**src/rtl/masked_prng_feed.sv**
```systemverilog
// Fresh-randomness feed for 3-share masked SKINNY S-box lanes: a seeded 64-bit LFSR
// advanced 16*NUM_SBOX steps per consumed word. Optional macro PRNG_ZERO_LOCK_EN remaps a zero seed to 1.
module masked_prng_feed #(
    parameter int NUM_SBOX      = 1,
    parameter int WARMUP_CYCLES = 8
) (
    input  logic                    clk,
    input  logic                    rst,
    input  logic                    seed_load,
    input  logic [63:0]             seed,
    input  logic                    rnd_ready,
    output logic                    rnd_valid,
    output logic [12*NUM_SBOX-1:0]  rnd_r,
    output logic [4*NUM_SBOX-1:0]   rnd_klmn,
    output logic                    busy
);

    localparam int         STEPS     = 16 * NUM_SBOX;
    localparam logic [7:0] WARM_LAST = (WARMUP_CYCLES > 0) ? 8'(WARMUP_CYCLES - 1) : 8'd0;

    typedef enum logic [1:0] {
        ST_IDLE   = 2'd0,
        ST_WARMUP = 2'd1,
        ST_RUN    = 2'd2
    } state_t;

    state_t      state_q, state_d;
    logic [63:0] s_q, s_d;
    logic [7:0]  cnt_q, cnt_d;
    logic [63:0] s_adv;
    logic [63:0] load_value;

    // One full advance: STEPS chained shifts of x^64+x^63+x^61+x^60+1.
    function automatic logic [63:0] lfsr_advance(input logic [63:0] s);
        logic [63:0] v;
        v = s;
        for (int i = 0; i < STEPS; i++) begin
            v = {v[62:0], v[63] ^ v[62] ^ v[60] ^ v[59]};
        end
        return v;
    endfunction

    // Seed value actually written into the LFSR on a load.
    always_comb begin
`ifdef PRNG_ZERO_LOCK_EN
        if (seed == 64'd0) begin
            load_value = 64'h0000_0000_0000_0001;
        end else begin
            load_value = seed;
        end
`else
        load_value = seed;
`endif
    end

    // Next-state logic; a seed load overrides every state and drops any pending consume.
    always_comb begin
        state_d = state_q;
        s_d     = s_q;
        cnt_d   = cnt_q;
        s_adv   = lfsr_advance(s_q);
        if (seed_load) begin
            s_d   = load_value;
            cnt_d = 8'd0;
            if (WARMUP_CYCLES == 0) begin
                state_d = ST_RUN;
            end else begin
                state_d = ST_WARMUP;
            end
        end else begin
            case (state_q)
                ST_IDLE: begin
                    state_d = ST_IDLE;
                end
                ST_WARMUP: begin
                    s_d   = s_adv;
                    cnt_d = cnt_q + 8'd1;
                    if (cnt_q == WARM_LAST) begin
                        state_d = ST_RUN;
                    end else begin
                        state_d = ST_WARMUP;
                    end
                end
                ST_RUN: begin
                    if (rnd_ready) begin
                        s_d = s_adv;
                    end else begin
                        s_d = s_q;
                    end
                end
                default: begin
                    state_d = ST_IDLE;
                    s_d     = s_q;
                    cnt_d   = cnt_q;
                end
            endcase
        end
    end

    // State, LFSR and warm-up counter registers.
    always_ff @(posedge clk) begin
        if (rst) begin
            state_q <= ST_IDLE;
            s_q     <= 64'd0;
            cnt_q   <= 8'd0;
        end else begin
            state_q <= state_d;
            s_q     <= s_d;
            cnt_q   <= cnt_d;
        end
    end

    assign rnd_valid = (state_q == ST_RUN);
    assign busy      = (state_q == ST_WARMUP);

    // Lane k takes the 16-bit slice k of the registered state: low 12 bits r, top 4 bits klmn.
    for (genvar k = 0; k < NUM_SBOX; k++) begin : g_lane
        assign rnd_r[12*k +: 12]   = s_q[16*k +: 12];
        assign rnd_klmn[4*k +: 4]  = s_q[16*k + 12 +: 4];
    end

endmodule
```
**config.mk**
```make
export PLATFORM = sky130hd
export DESIGN_NAME = masked_prng_feed
export DESIGN_NICKNAME = d
export VERILOG_FILES = /design/src/rtl/masked_prng_feed.sv
export SDC_FILE = /design/constraint.sdc
export NUM_CORES = 1
export LEC_CHECK = 0
export BUFFER_PORTS_ARGS = -buffer_cell sky130_fd_sc_hd__buf_2
export CAP_MARGIN = 30
export CORE_MARGIN = 5
export CORE_UTILIZATION = 40
export CTS_BUF_LIST = sky130_fd_sc_hd__clkbuf_2 sky130_fd_sc_hd__clkbuf_4 sky130_fd_sc_hd__clkbuf_8
export DETAILED_ROUTE_END_ITERATION = 8
export SYNTH_ARGS = -nofsm -noshare
export SYNTH_HDL_FRONTEND = slang
export SYNTH_SLANG_ARGS = --single-unit
```
**constraint.sdc**
```tcl
create_clock -name clk -period 2.15 [get_ports clk]
set_clock_uncertainty 0.1 [all_clocks]
set_input_delay 0.1075 -clock clk [delete_from_list [all_inputs] [get_ports clk]]
set_output_delay 0.1075 -clock clk [all_outputs]
set_load 0.1 [all_outputs]
```
**Word level (Yosys, flattened, before mapping)**

Cells that the tools add are included.

- Flip-flop bits (word level): 74
- Bits of input ports: 68

- Reduce and logical (&&, ||, !) cells: 3
- Add/subtract/negate cells: 1
- Equality and inequality tests: 5
- Bitwise logic cells: 48
- Muxes and demuxes: 6

Operators by type and width:

| kind | number |
|---|---|
| 2-to-1 mux 64 bit | 2 |
| case mux 64 bit (2 select lines) | 1 |
| XOR 1 bit | 48 |
| adder 8 x 1 -> 8 bit (second input constant) | 1 |
| equality test 8 x 3 -> 1 bit (second input constant) | 1 |
| case mux 2 bit (2 select lines) | 1 |
| != test 3 bit (second input constant) | 1 |
| nonzero test 3 bit | 1 |
| equality test 2 x 1 -> 1 bit (second input constant) | 1 |
| equality test 2 bit (second input constant) | 1 |
| 2-to-1 mux 2 bit | 1 |
| != test 2 bit (second input constant) | 1 |
| AND reduction 2 bit | 1 |
| OR reduction 2 bit | 1 |
| 2-to-1 mux 1 bit | 1 |

**Depth between registers and ports, before layout**

- Depth after elaboration: 6
- Depth in mapped cells: 6

**Least setup slack after synthesis**

Ideal clock, no wire load.

- Path kind: register -> register
- Start: register state_q[1]
- End: register s_q[52]
- Library setup time: 81 ps
- Stages on the path, launching flop included: 6
- Period minus slack after synthesis: 2201 ps
- Path slack: -51 ps
- Arrival: 2020 ps
- Cells stage by stage: dfxtp_1 -> nand2b_1 -> inv_2 -> clkbuf_1 -> nor4_1 -> a211oi_2

- Cells in the longest elaborated chain, start to end: 3
- Elaborated cells on any way between the ends: 7

RTL lines:

| item | line | text |
|---|---|---|
| from (decl) | 27 | `state_t state_q, state_d;` |
| from (signal assigned) | 107 | `state_q <= state_d;` |
| equality test 2 x 1 -> 1 bit * | - |  |
| named net busy | 15 | `output logic busy` |
| case mux 64 bit (2 select lines) / nonzero test 3 bit (equally long branches) | - |  |
| 2-to-1 mux 64 bit / AND reduction 2 bit (equally long branches) | - |  |
| to (signal assigned) | 104 | `s_q <= 64'd0;` |
| to (signal assigned) | 108 | `s_q <= s_d;` |
| to (decl) | 28 | `logic [63:0] s_q, s_d;` |

Mark *: on every way through the listed nets, which the timed path passes. The rest lies on a longest branch.
A chain may end at the register's enable or synchronous reset.

**Worst setup path after layout**

- Start: register state_q[0]
- End: output busy

- Cells in the longest elaborated chain, start to end: 1

RTL lines:

| item | line | text |
|---|---|---|
| equality test 2 x 1 -> 1 bit | 114 | `assign busy = (state_q == ST_WARMUP);` |
| to (decl) | 15 |  |

Every way passes these cells.

==> flow_metrics.env <==
export IMPL_maxCapViolations=0
export IMPL_min_period_ns=2.00
export IMPL_dr_pass1_iters=4
export IMPL_outcome="completed"
export IMPL_htreeDepth=3
export IMPL_synth_compound_area_share_pct=20.1
export IMPL_drc=0
export IMPL_post_route_util_pct=49.4
export IMPL_synthMuxAreaShare_pct=12.0
export IMPL_fin_tns_setup_ns=0
export IMPL_vias=3296
export IMPL_r2r_end="s_q[35]"
export IMPL_synthesis_area_sq_um=4010
export IMPL_ys_ff_latch=74
export IMPL_critPathCaptureType="primary output"
export IMPL_worst_pin_slew_ns=0.752
export IMPL_yosysWarnings=0
export IMPL_critical_path_class="reg2out"
export IMPL_start_kind="flop"
export IMPL_die_h_um=110
export IMPL_area_growth_pct=20.3
export IMPL_clock_sinks=74
export IMPL_dr_first_iter_drc_count=258
export IMPL_yosys_area_share_adder_pct=0.312
export IMPL_power_ir_vdd_worst_uv=324
export IMPL_worstHoldPathCells=3
export IMPL_synth_simple_gate_area_share_pct=14.5
export IMPL_layout_nets=539
export IMPL_period_share_pct=93.2
export IMPL_drt_wl_total_mm=11.1
export IMPL_io_pins=86
export IMPL_setup_violations=0
export IMPL_hold_viol_final=0
export IMPL_antenna_found_initial=0
export IMPL_maxSlewHeadroom_pct=49.9
export IMPL_die_x_um=110
export IMPL_synthDistinctLibCells=34
export IMPL_power_density_nw_per_um2=797
export IMPL_layout_common_cells="buf_2, dfxtp_1, mux2i_1, nor4_1, a211oi_2"
export IMPL_syn_area_per_cell_sq_um=10.0
export IMPL_avgViaCountPerCell=5.43
export IMPL_hold_end="s_q[61]"
export IMPL_cts_max_path_buffers=2
export IMPL_post_cts_buffers=0
export IMPL_ant_nets=0
export IMPL_leakagePower_nw=1.84
export IMPL_max_freq_ghz=0.499
export IMPL_clock_latency_ns=0.35
export IMPL_cts_clk_slew_worst_paths_ns=0.08
export IMPL_gp_congestion=0.831
export IMPL_r2r_start="state_q[1]"
export IMPL_hold_start="seed[61]"
export IMPL_rsz0062_at_grt="false"
export IMPL_synthXorXnorAreaFrac_pct=7.65
export IMPL_final_max_slew_viol_count=0
export IMPL_grt_pass1_wl_mm=17.1
export IMPL_final_common_cell="buf_2"
export IMPL_syn_inst=401
export IMPL_synth_nets=470
export IMPL_grt_pass1_vias=3238
export IMPL_cp_arrival_ns=1.80
export IMPL_r2r_cells=5
export IMPL_wl_per_cell_um=18.3
export IMPL_row_count=36
export IMPL_die_area_sq_um=12100
export IMPL_start_util_pct=41.0
export IMPL_coreArea_sq_um=9770
export IMPL_grt_max_degree=80
export IMPL_grt_usage_pct=18.7
export IMPL_io_buffers=85
export IMPL_layout_drive_gt1_share_pct=33.1
export IMPL_cts_made_buffers=9
export IMPL_rrSetupSlack_ns=0.35
export IMPL_dpl_hpwl_mm=7.76
export IMPL_hold_path_class="in2reg"
export IMPL_worstPathMaxFanout=31
export IMPL_synth_top_family_by_area="compound AO/OA/AOI/OAI gates"
export IMPL_cts_tree="yes"
export IMPL_gr_total_overflow=0
export IMPL_yosysSeqAreaShare_pct=37.0
export IMPL_antenna_cells=0
export IMPL_clockRootBuffer="clkbuf_8"
export IMPL_worstPathRequired_ns=1.94
==> Yosys cell counts <==
| library cell | number | area [sq um] |
|---|---|---|
| nor4_1 | 48 | 300 |
| inv_2 | 1 | 3.75 |
| o211ai_1 | 1 | 7.51 |
| or3_1 | 4 | 25.0 |
| inv_1 | 2 | 7.51 |
| nand2_1 | 21 | 78.8 |
| or4_1 | 2 | 15.0 |
| nor3_1 | 1 | 5.00 |
| nor2b_1 | 1 | 6.26 |
| nor2_1 | 3 | 11.3 |
| buf_2 | 5 | 25.0 |
| buf_6 | 6 | 67.6 |
| nor4bb_1 | 1 | 10.0 |
| a31oi_1 | 1 | 6.26 |
| o21ai_0 | 3 | 15.0 |
| a211oi_1 | 4 | 30.0 |
| o31ai_1 | 2 | 15.0 |
| xor2_1 | 1 | 8.76 |
| o21a_1 | 1 | 7.51 |
| clkbuf_1 | 28 | 105 |
| o221ai_1 | 16 | 140 |
| a211oi_2 | 44 | 551 |
| nand3b_1 | 2 | 15.0 |
| xnor2_1 | 34 | 298 |
| nand2b_1 | 1 | 6.26 |
| clkinv_1 | 1 | 3.75 |
| nand3_1 | 18 | 90.1 |
| mux2i_1 | 48 | 480 |
| dfxtp_1 | 74 | 1480 |
| buf_4 | 17 | 128 |
| ha_1 | 1 | 12.5 |
| nand4b_1 | 1 | 8.76 |
| a21oi_1 | 7 | 35.0 |
| and3b_1 | 1 | 8.76 |
==> final cells by class <==
type,instances,area [sq um]
Sequential cell,74,1480
Inverter,4,15.0
Tap cell,133,166
Timing Repair Buffer,114,734
Multi-Input combinational cell,267,2190
Clock buffer,9,124
Fill cell,911,4950
Clock inverter,6,115
==> logic make-up (layout without fill, tap and decap cells) <==
family | after synthesis | after routing
muxes | 48 | 48
and+or+nand+nor | 104 | 104
AOI/OAI and AO/OA | 79 | 79
adders and majority gates | 1 | 1
xor gates and xnor gates | 35 | 35
buffers and inverters | 60 | 133
DFF | 74 | 74
==> worst max-delay path by stage <==
stage                    start  cells after the start    endpoint  slack (ns)
CTS                 state_q[0]                      5        busy        0.04
global route        state_q[0]                      5        busy        0.04
detailed placement  state_q[1]                      6     s_q[41]        0.33
floorplan           state_q[1]                      3  state_q[1]        0.07
global placement    state_q[1]                      6     s_q[26]        0.42
finish              state_q[0]                      5        busy        0.15
==> through the flow <==
| stage | setup slack (ns) | power, mW | cell area [sq um] | hold WS, ns | cells |
|---|---|---|---|---|---|
| global placement | 0.423 | 2.53 | 4400 | 0.242 | 574 |
| detailed placement | 0.333 | 2.54 | 4400 | 0.247 | 574 |
| floorplan | 0.0673 | 2.36 | 4010 | 0.156 | 401 |
| global route | 0.0413 | 3.99 | 4820 | 0.0373 | 607 |
| CTS | 0.0431 | 3.87 | 4820 | 0.0171 | 607 |
| finish | 0.147 | 3.85 | 4820 | 0.0351 | 607 |
==> layer usage <==
layer	routed length, um	global-route usage [%]	vias up
met4	145	6.51	0
met3	489	2.91	9
li1	-	-	1645
met2	5210	30.3	70
met5	0	0	-
met1	5290	25.2	1572
==> timing repair <==
action                     in CTS  in global routing
gates resized for setup         0                  1
setup endpoints to repair       0                  1
hold endpoints to repair       18                  0
hold buffers                   18                  0
==> report_power, final <==
part	total [mW]	switching, mW	leakage [nW]	internal, mW
logic	0.952	0.588	1.11	0.365
clock network	1.31	0.539	0.116	0.771
registers	1.59	0.103	0.612	1.48
total	3.85	1.23	1.84	2.62
==> flip-flops by register name (all words and copies together), names as in the netlist <==
| signal | flops |
|---|---|
| s_q | 64 |
| cnt_q | 8 |
| state_q | 2 |
==> worst max-delay path, stage by stage (launching register included) <==
cell and delay (ns):
dfxtp_1 0.41, nand2b_1 0.15, inv_2 0.08, buf_4 0.27
buf_6 0.31, buf_12 0.21
(Power assumes the default switching activity.)
